## src/rtl/branch_resolve_unit.sv

```systemverilog
// ---------------------------------------------------------------------------
// branch_resolve_unit
//
// Pipelined resolution of RV32 conditional branches. Each accepted branch is
// resolved combinationally at the input (condition, target, redirect PC and
// mispredict/misaligned/illegal flags). The result then travels through
// LATENCY registered stages to the output. Each stage has its own valid bit.
// Saturating counters track resolved branches and resolved mispredicts.
//
// Parameters
//   DWIDTH   operand width
//   AWIDTH   PC / target width
//   LATENCY  register stages from input accept to output valid (1..4)
//   CWIDTH   statistics counter width
//
// Ports
//   i_clk, i_rst            clock, synchronous active-high reset
//   i_in_valid/o_in_ready   input handshake
//   i_rs1_data, i_rs2_data  compared operands
//   i_funct3                branch type
//   i_branch_pc/imm         branch PC and sign-extended B-immediate
//   i_pred_taken            front-end prediction
//   i_flush                 kill in-flight and incoming work
//   o_out_valid/i_out_ready output handshake
//   o_taken .. o_illegal    resolved result of the branch at the output
//   o_branch_count          transferred results, saturating
//   o_mispred_count         transferred mispredicts, saturating
// ---------------------------------------------------------------------------
module branch_resolve_unit #(
    parameter int DWIDTH  = 32,
    parameter int AWIDTH  = 32,
    parameter int LATENCY = 2,
    parameter int CWIDTH  = 16
) (
    input  logic              i_clk,
    input  logic              i_rst,
    input  logic              i_in_valid,
    output logic              o_in_ready,
    input  logic [DWIDTH-1:0] i_rs1_data,
    input  logic [DWIDTH-1:0] i_rs2_data,
    input  logic [2:0]        i_funct3,
    input  logic [AWIDTH-1:0] i_branch_pc,
    input  logic [AWIDTH-1:0] i_branch_imm,
    input  logic              i_pred_taken,
    input  logic              i_flush,
    output logic              o_out_valid,
    input  logic              i_out_ready,
    output logic              o_taken,
    output logic [AWIDTH-1:0] o_target,
    output logic [AWIDTH-1:0] o_redirect_pc,
    output logic              o_mispredict,
    output logic              o_misaligned,
    output logic              o_illegal,
    output logic [CWIDTH-1:0] o_branch_count,
    output logic [CWIDTH-1:0] o_mispred_count
);

    typedef struct packed {
        logic              taken;
        logic [AWIDTH-1:0] target;
        logic [AWIDTH-1:0] redirect;
        logic              mispredict;
        logic              misaligned;
        logic              illegal;
    } result_t;

    // ---------------- combinational resolution at the input ----------------
    logic              w_eq;
    logic              w_lt;
    logic              w_ltu;
    logic              w_cond;
    logic              w_illegal;
    logic [AWIDTH-1:0] w_target;
    logic [AWIDTH-1:0] w_seq_pc;
    result_t           w_res;

    always_comb begin
        w_eq      = (i_rs1_data == i_rs2_data);
        w_lt      = ($signed(i_rs1_data) < $signed(i_rs2_data));
        w_ltu     = (i_rs1_data < i_rs2_data);
        w_illegal = (i_funct3[2:1] == 2'b01);
        w_target  = i_branch_pc + i_branch_imm;
        w_seq_pc  = i_branch_pc + AWIDTH'(4);
        case (i_funct3)
            3'b000:  w_cond = w_eq;
            3'b001:  w_cond = ~w_eq;
            3'b100:  w_cond = w_lt;
            3'b101:  w_cond = ~w_lt;
            3'b110:  w_cond = w_ltu;
            3'b111:  w_cond = ~w_ltu;
            default: w_cond = 1'b0;   // illegal encodings never take
        endcase
        w_res.taken      = w_cond;
        w_res.target     = w_target;
        w_res.redirect   = w_cond ? w_target : w_seq_pc;
        w_res.mispredict = (w_cond != i_pred_taken);
        w_res.misaligned = w_cond && (w_target[1:0] != 2'b00);
        w_res.illegal    = w_illegal;
    end

    // ---------------- pipeline stages ----------------
    logic [LATENCY-1:0] r_valid;
    result_t            r_data [LATENCY];
    logic [LATENCY-1:0] w_load;
    logic [LATENCY-1:0] w_src_valid;
    result_t            w_src_data [LATENCY];

    // A stage may load when it is empty or its own contents move on this
    // cycle. Computing the chain from the output backwards in one block makes
    // In_Ready a purely combinational function of Out_Ready and the valids.
    always_comb begin
        w_load = '0;
        w_load[LATENCY-1] = ~r_valid[LATENCY-1] | i_out_ready;
        for (int i = LATENCY - 2; i >= 0; i--) begin
            w_load[i] = ~r_valid[i] | w_load[i+1];
        end
    end

    generate
        for (genvar gi = 0; gi < LATENCY; gi++) begin : g_src
            if (gi == 0) begin : g_first
                assign w_src_valid[gi] = i_in_valid;
                assign w_src_data[gi]  = w_res;
            end else begin : g_chain
                assign w_src_valid[gi] = r_valid[gi-1];
                assign w_src_data[gi]  = r_data[gi-1];
            end
        end
    endgenerate

    always_ff @(posedge i_clk) begin
        if (i_rst) begin
            r_valid <= '0;
            for (int i = 0; i < LATENCY; i++) begin
                r_data[i] <= '0;
            end
        end else begin
            for (int i = 0; i < LATENCY; i++) begin
                if (i_flush) begin
                    r_valid[i] <= 1'b0;
                end else if (w_load[i]) begin
                    r_valid[i] <= w_src_valid[i];
                end
                // Payload only moves with a real transaction, so a stalled
                // output stage keeps its value untouched.
                if (!i_flush && w_load[i] && w_src_valid[i]) begin
                    r_data[i] <= w_src_data[i];
                end
            end
        end
    end

    // ---------------- statistics ----------------
    logic              w_out_xfer;
    logic [CWIDTH-1:0] r_branch_cnt;
    logic [CWIDTH-1:0] r_mispred_cnt;

    // A result leaving while Flush is asserted is treated as killed.
    assign w_out_xfer = r_valid[LATENCY-1] & i_out_ready & ~i_flush;

    always_ff @(posedge i_clk) begin
        if (i_rst) begin
            r_branch_cnt  <= '0;
            r_mispred_cnt <= '0;
        end else if (w_out_xfer) begin
            if (r_branch_cnt != {CWIDTH{1'b1}}) begin
                r_branch_cnt <= r_branch_cnt + CWIDTH'(1);
            end
            if (r_data[LATENCY-1].mispredict && (r_mispred_cnt != {CWIDTH{1'b1}})) begin
                r_mispred_cnt <= r_mispred_cnt + CWIDTH'(1);
            end
        end
    end

    // ---------------- outputs ----------------
    assign o_in_ready      = w_load[0];
    assign o_out_valid     = r_valid[LATENCY-1];
    assign o_taken         = r_data[LATENCY-1].taken;
    assign o_target        = r_data[LATENCY-1].target;
    assign o_redirect_pc   = r_data[LATENCY-1].redirect;
    assign o_mispredict    = r_data[LATENCY-1].mispredict;
    assign o_misaligned    = r_data[LATENCY-1].misaligned;
    assign o_illegal       = r_data[LATENCY-1].illegal;
    assign o_branch_count  = r_branch_cnt;
    assign o_mispred_count = r_mispred_cnt;

endmodule

```

## config.mk

```make
export PLATFORM = sky130hd
export DESIGN_NAME = branch_resolve_unit
export DESIGN_NICKNAME = d
export VERILOG_FILES = /design/src/rtl/branch_resolve_unit.sv
export SDC_FILE = /design/constraint.sdc
export NUM_CORES = 1
export LEC_CHECK = 0
export BUFFER_PORTS_ARGS = -buffer_cell sky130_fd_sc_hd__buf_2
export CORE_UTILIZATION = 28
export CTS_BUF_LIST = sky130_fd_sc_hd__clkbuf_8 sky130_fd_sc_hd__clkbuf_16
export CTS_CLUSTER_SIZE = 24
export DETAILED_ROUTE_END_ITERATION = 8
export PLACE_DENSITY = 0.58
export SLEW_MARGIN = 40
export SYNTH_ARGS = -nofsm -noshare
export SYNTH_HDL_FRONTEND = slang
export SYNTH_SLANG_ARGS = --single-unit
```

## constraint.sdc

```tcl
create_clock -name i_clk -period 12.2 [get_ports i_clk]
set_input_delay 0.61 -clock i_clk [delete_from_list [all_inputs] [get_ports i_clk]]
set_output_delay 0.61 -clock i_clk [all_outputs]
set_load 0.02 [all_outputs]
```

; ---- Yosys cells after proc, flatten, opt, wreduce, memory -nomap -nowiden
; Memories as Yosys holds them, arrays and structs flattened.
; Index checks and enable logic that the tools add are counted.
[word_totals]
register_bits = 34
mem_bits_rw = 136
inputBits = 137
out_inout_bits = 102
memories = 1
[memory_table]
columns = name, depth, width, rd, rd_ports_with_merged_regs, write_ports, line
row1 = r_data, 2, 68, 2, 0, 2, 103  ; result_t r_data [LATENCY];
[classes]
add_sub_neg = 4
order_cmp = 2
eq_ne = 10
mux = 12
n_bitwise = 12
reduce_logical = 12
[ops]
columns = cell, count
row1 = $mux W68, 2
row2 = $lt A32 B32 Y1, 2
row3 = $add A16 B1 Y16 const B, 2
row4 = $add A32 B3 Y32 const B, 1
row5 = $add A32 B32 Y32, 1
row6 = $eq A32 B32 Y1, 1
row7 = $mux W32, 1
row8 = $ne A16 B16 Y1 const B, 2
row9 = $eq A3 B3 Y1 const B, 4
row10 = $mux W1, 8
row11 = $logic_and A1 B1 Y1, 6
row12 = $not A1 Y1, 6
row13 = $pmux W1 S6, 1
row14 = $or A1 B1 Y1, 4
row15 = $reduce_and A2 Y1, 2
row16 = $eq A3 B1 Y1 const B, 1
row17 = $logic_not A3 Y1, 1
row18 = $and A1 B1 Y1, 2
row19 = $eq A2 B1 Y1 const B, 1
row20 = $reduce_bool A2 Y1, 1
row21 = $reduce_or A2 Y1, 1
row22 = $logic_not A1 Y1, 1
row23 = $ne A1 B1 Y1, 1

; ---- Longest topological paths before layout
[depth]
word_depth = 9
mapped_depth = 14
ltp_nobuf = 12

; ---- Worst setup path before layout
; No wires, ideal clock.
[synth_path]
path_type = input to register
from = input port i_flush
to = memory r_data[0][100] (netlist bit) (enable)
setup_ps = 508
t_arrival_ps = 3890
path_slack_ps = 7802
stages = 3
n_path_buf = 0
path_cell_list = inv_1 -> nand2_1 -> o21bai_1
[synth_rtl]
columns = element, line
row1 = "start, declared", 45  ; input logic i_flush,
row2 = "end, declared", 103

==> reports/qor.txt <==
Residual DRC: 0
synthesized instance count: 967
Pre-antenna DRT Iters: 5
syn avg cell area: 10.4 µm²
Final Hold Vio Count: 0
most common cell after layout, fill and taps aside: buf_2
Hold Path Sink: r_valid[0]
# setup viols final: 0
Post-synth EDFFs: 136
GR Layer Usage met2: 21.9%
met1 Use GR: 17.9%
min-delay src: i_flush
ys async rst share: 0%
first-pass GRT wire length: 38100 µm
R2R Path Start: r_valid[1]
fin. max-slew vios: 0
top cells by area, synth: edfxtp_1, ha_1, dfxtp_1, buf_4, and2_1
CP arrival: 3470 ps
DR WL/cell: 15.8 µm
unrepaired setup endpoints after global routing: no
final setup margin: 8880 ps
Pleak: 5.14 nW
Net Count, Synth: 1171
Peak VDD IR: 0.0000942 V
I/O Pins: 239
CP max FO: 4
design area: 11900 µm²
Worst setup SP type: input pin
initial antenna violation count: 7
critical-path cell list: buf_2, ha_1, inv_1, fa_1, nand2b_1, a21oi_1, o21ai_0, o21ai_1, a41o_1, a2111oi_2, or3_1, xor2_1, a21oi_1
post-synthesis cell area: 10000 µm²
H-tree depth: 4
R2R Path End: r_data[0][25]
most used flip-flop cell after synthesis: edfxtp_1
Period minus WS final: 3320 ps
Synth area leader: edfxtp_1
reg2reg path depth: 6
Max stage delay on crit path: 400 ps
initial DRC count: 345
period utilization: 27.2%
Syn-to-layout area delta: 18.4%
Rel. slew slack: 53.8%
post-route ant nets: 0
CP Capture Type: flop
CP max-delay cell: fa_1
CTS resizes: 0
most used cell, CP: a21oi_1
GR Util met3: 4.04%
initial cell density of the core: 28.7%
Pwr per Cell Area: 122 nW/µm²
sequential share of the synthesized area: 47.6%
dpl hpwl: 19500 µm
Post-CTS Setup Bufs: 0
gr usage total: 13.7%
YS warnings: 0
status: finished, final reports clean
post-layout net count: 1339
share of layout cells above drive strength 1: 25.6%
Critical Path RT: 12350 ps
Clk Latency, worst-skew pair: 420 ps
Vias/cell: 4.55
flops & latches, synth: 170
Hold Slack: 388 ps
Worst Setup Path Type: in2reg
total grt overflow: 0
full die area: 36500 µm²
CP bufs+invs: 2
routed vias: 7310
gpl congestion: 0.880
hold_buf cts: 0
Sinks on Clock Net: 170
port bufs: 238
CTS tree: done
clock slew at reported path FFs: 70 ps
Core Region: 34900 µm²
Fin Clk Skew: 12.0 ps
most frequent cells in the layout: buf_2, edfxtp_1, nor2_1, and2_1, ha_1
Worst Hold Path Cells: 2
row cnt: 68
Routed Wire Length: 25300 µm
dpl cell area: 11300 µm²
Setup TNS: 0 ps
cell family with most CP delay: compound AO/OA/AOI/OAI gates
clock buffer depth: 2
largest net degree at the start of global routing: 84
Die W: 191 µm
total CTS buffers: 17
Slew @ Worst Pin: 693 ps
worst hold path type: in2reg
number of library cell types mapped by synthesis: 54
clock root cell: clkbuf_16
busiest grt layer: met2
Die Ht: 191 µm
Fmax: 0.301 GHz
Yosys top cell area share: 40.8%
PnR Total Power: 1.45 mW
Max-cap violations: 0
pre-CTS setup slack: 8430 ps
R2R setup slack: 9760 ps
vias in the first global route: 7107
## report_power, final
group | leakage [nW] | switching [mW] | internal (mW) | total [mW]
registers | 1.71 | 0.00786 | 0.660 | 0.668
logic | 3.16 | 0.155 | 0.0947 | 0.250
clock network | 0.276 | 0.231 | 0.301 | 0.532
total | 5.14 | 0.394 | 1.06 | 1.45
## state kept, by name, indices dropped and copies added, names as in the netlist
signal and flops:
o_mispred_count 16, r_data 136, r_valid 2, o_branch_count 16
## metrics by stage
step	utilization, %	instances
CTS	34.0	1603
finish	34.0	1606
global route	34.0	1604
detailed placement	32.3	1571
global placement	32.2	1569
floorplan	-	967
## metal layers
layer | vias to the layer above | wire length, µm
li1 | 3690 | -
met4 | 8 | 218
met2 | 216 | 11300
met5 | - | 46
met1 | 3378 | 12000
met3 | 18 | 1800
## worst register-to-register path: stages (launching register included)
cell	delay [ps]
dfxtp_1	370
nor2b_1	500
nand2_1	210
nand2b_2	110
buf_4	540
nor2_1	260
a21o_1	210
## layout make-up
class | instances | area, µm²
multi-input combinational | 657 | 4500
sequential | 170 | 4760
fill | 3589 | 23000
tap | 455 | 569
inverter | 45 | 169
timing repair buffer | 244 | 1270
antenna | 3 | 7.51
clock inverter | 15 | 148
clock buffer | 17 | 425
## Yosys cell counts (2+ instances only)
library cell,n
mux2i_1,5
edfxtp_1,136
buf_6,3
o21ai_0,28
and4_1,6
xnor2_1,49
nor4b_2,3
a21o_1,23
a31o_2,2
nand2b_1,6
o31ai_1,3
a41o_1,2
xor2_1,41
a211oi_2,3
a21oi_1,54
nor2_1,101
and3_1,13
o21bai_1,5
o21a_1,2
inv_1,45
buf_1,2
a211oi_1,13
and2_1,73
nand4_1,15
nand3_1,33
clkbuf_1,21
or3_1,2
nor3b_1,2
buf_4,64
a221oi_1,3
buf_2,5
a2111oi_2,3
ha_1,66
nor2b_1,6
nor3_1,20
o211ai_1,7
a31oi_1,6
dfxtp_1,34
o21ai_1,2
nand2_1,46
## how the worst max path moves through the flow
stage	start	end	slack, ps	cells past startpoint
after detailed placement	i_branch_pc[0]	r_data[0][31]	8430	13
after global placement	i_rs2_data[10]	r_data[0][5]	8390	12
after floorplan	i_flush	r_data[0][100]	7800	3
after CTS	i_branch_pc[0]	r_data[0][31]	8880	13
after global routing	i_branch_pc[0]	r_data[0][31]	8690	13
final	i_branch_pc[0]	r_data[0][31]	8880	13
## logic make-up after synthesis
group	count (synthesis)	share of synthesized area, %
xor+xnor	90	7.87
compound gates	162	10.6
mux	6	0.612
fa+ha+maj	67	8.44
flops	170	47.6
simple gates	332	17.0
buf+inv	140	7.93
No activity file was read; power rests on OpenSTA's default activity.
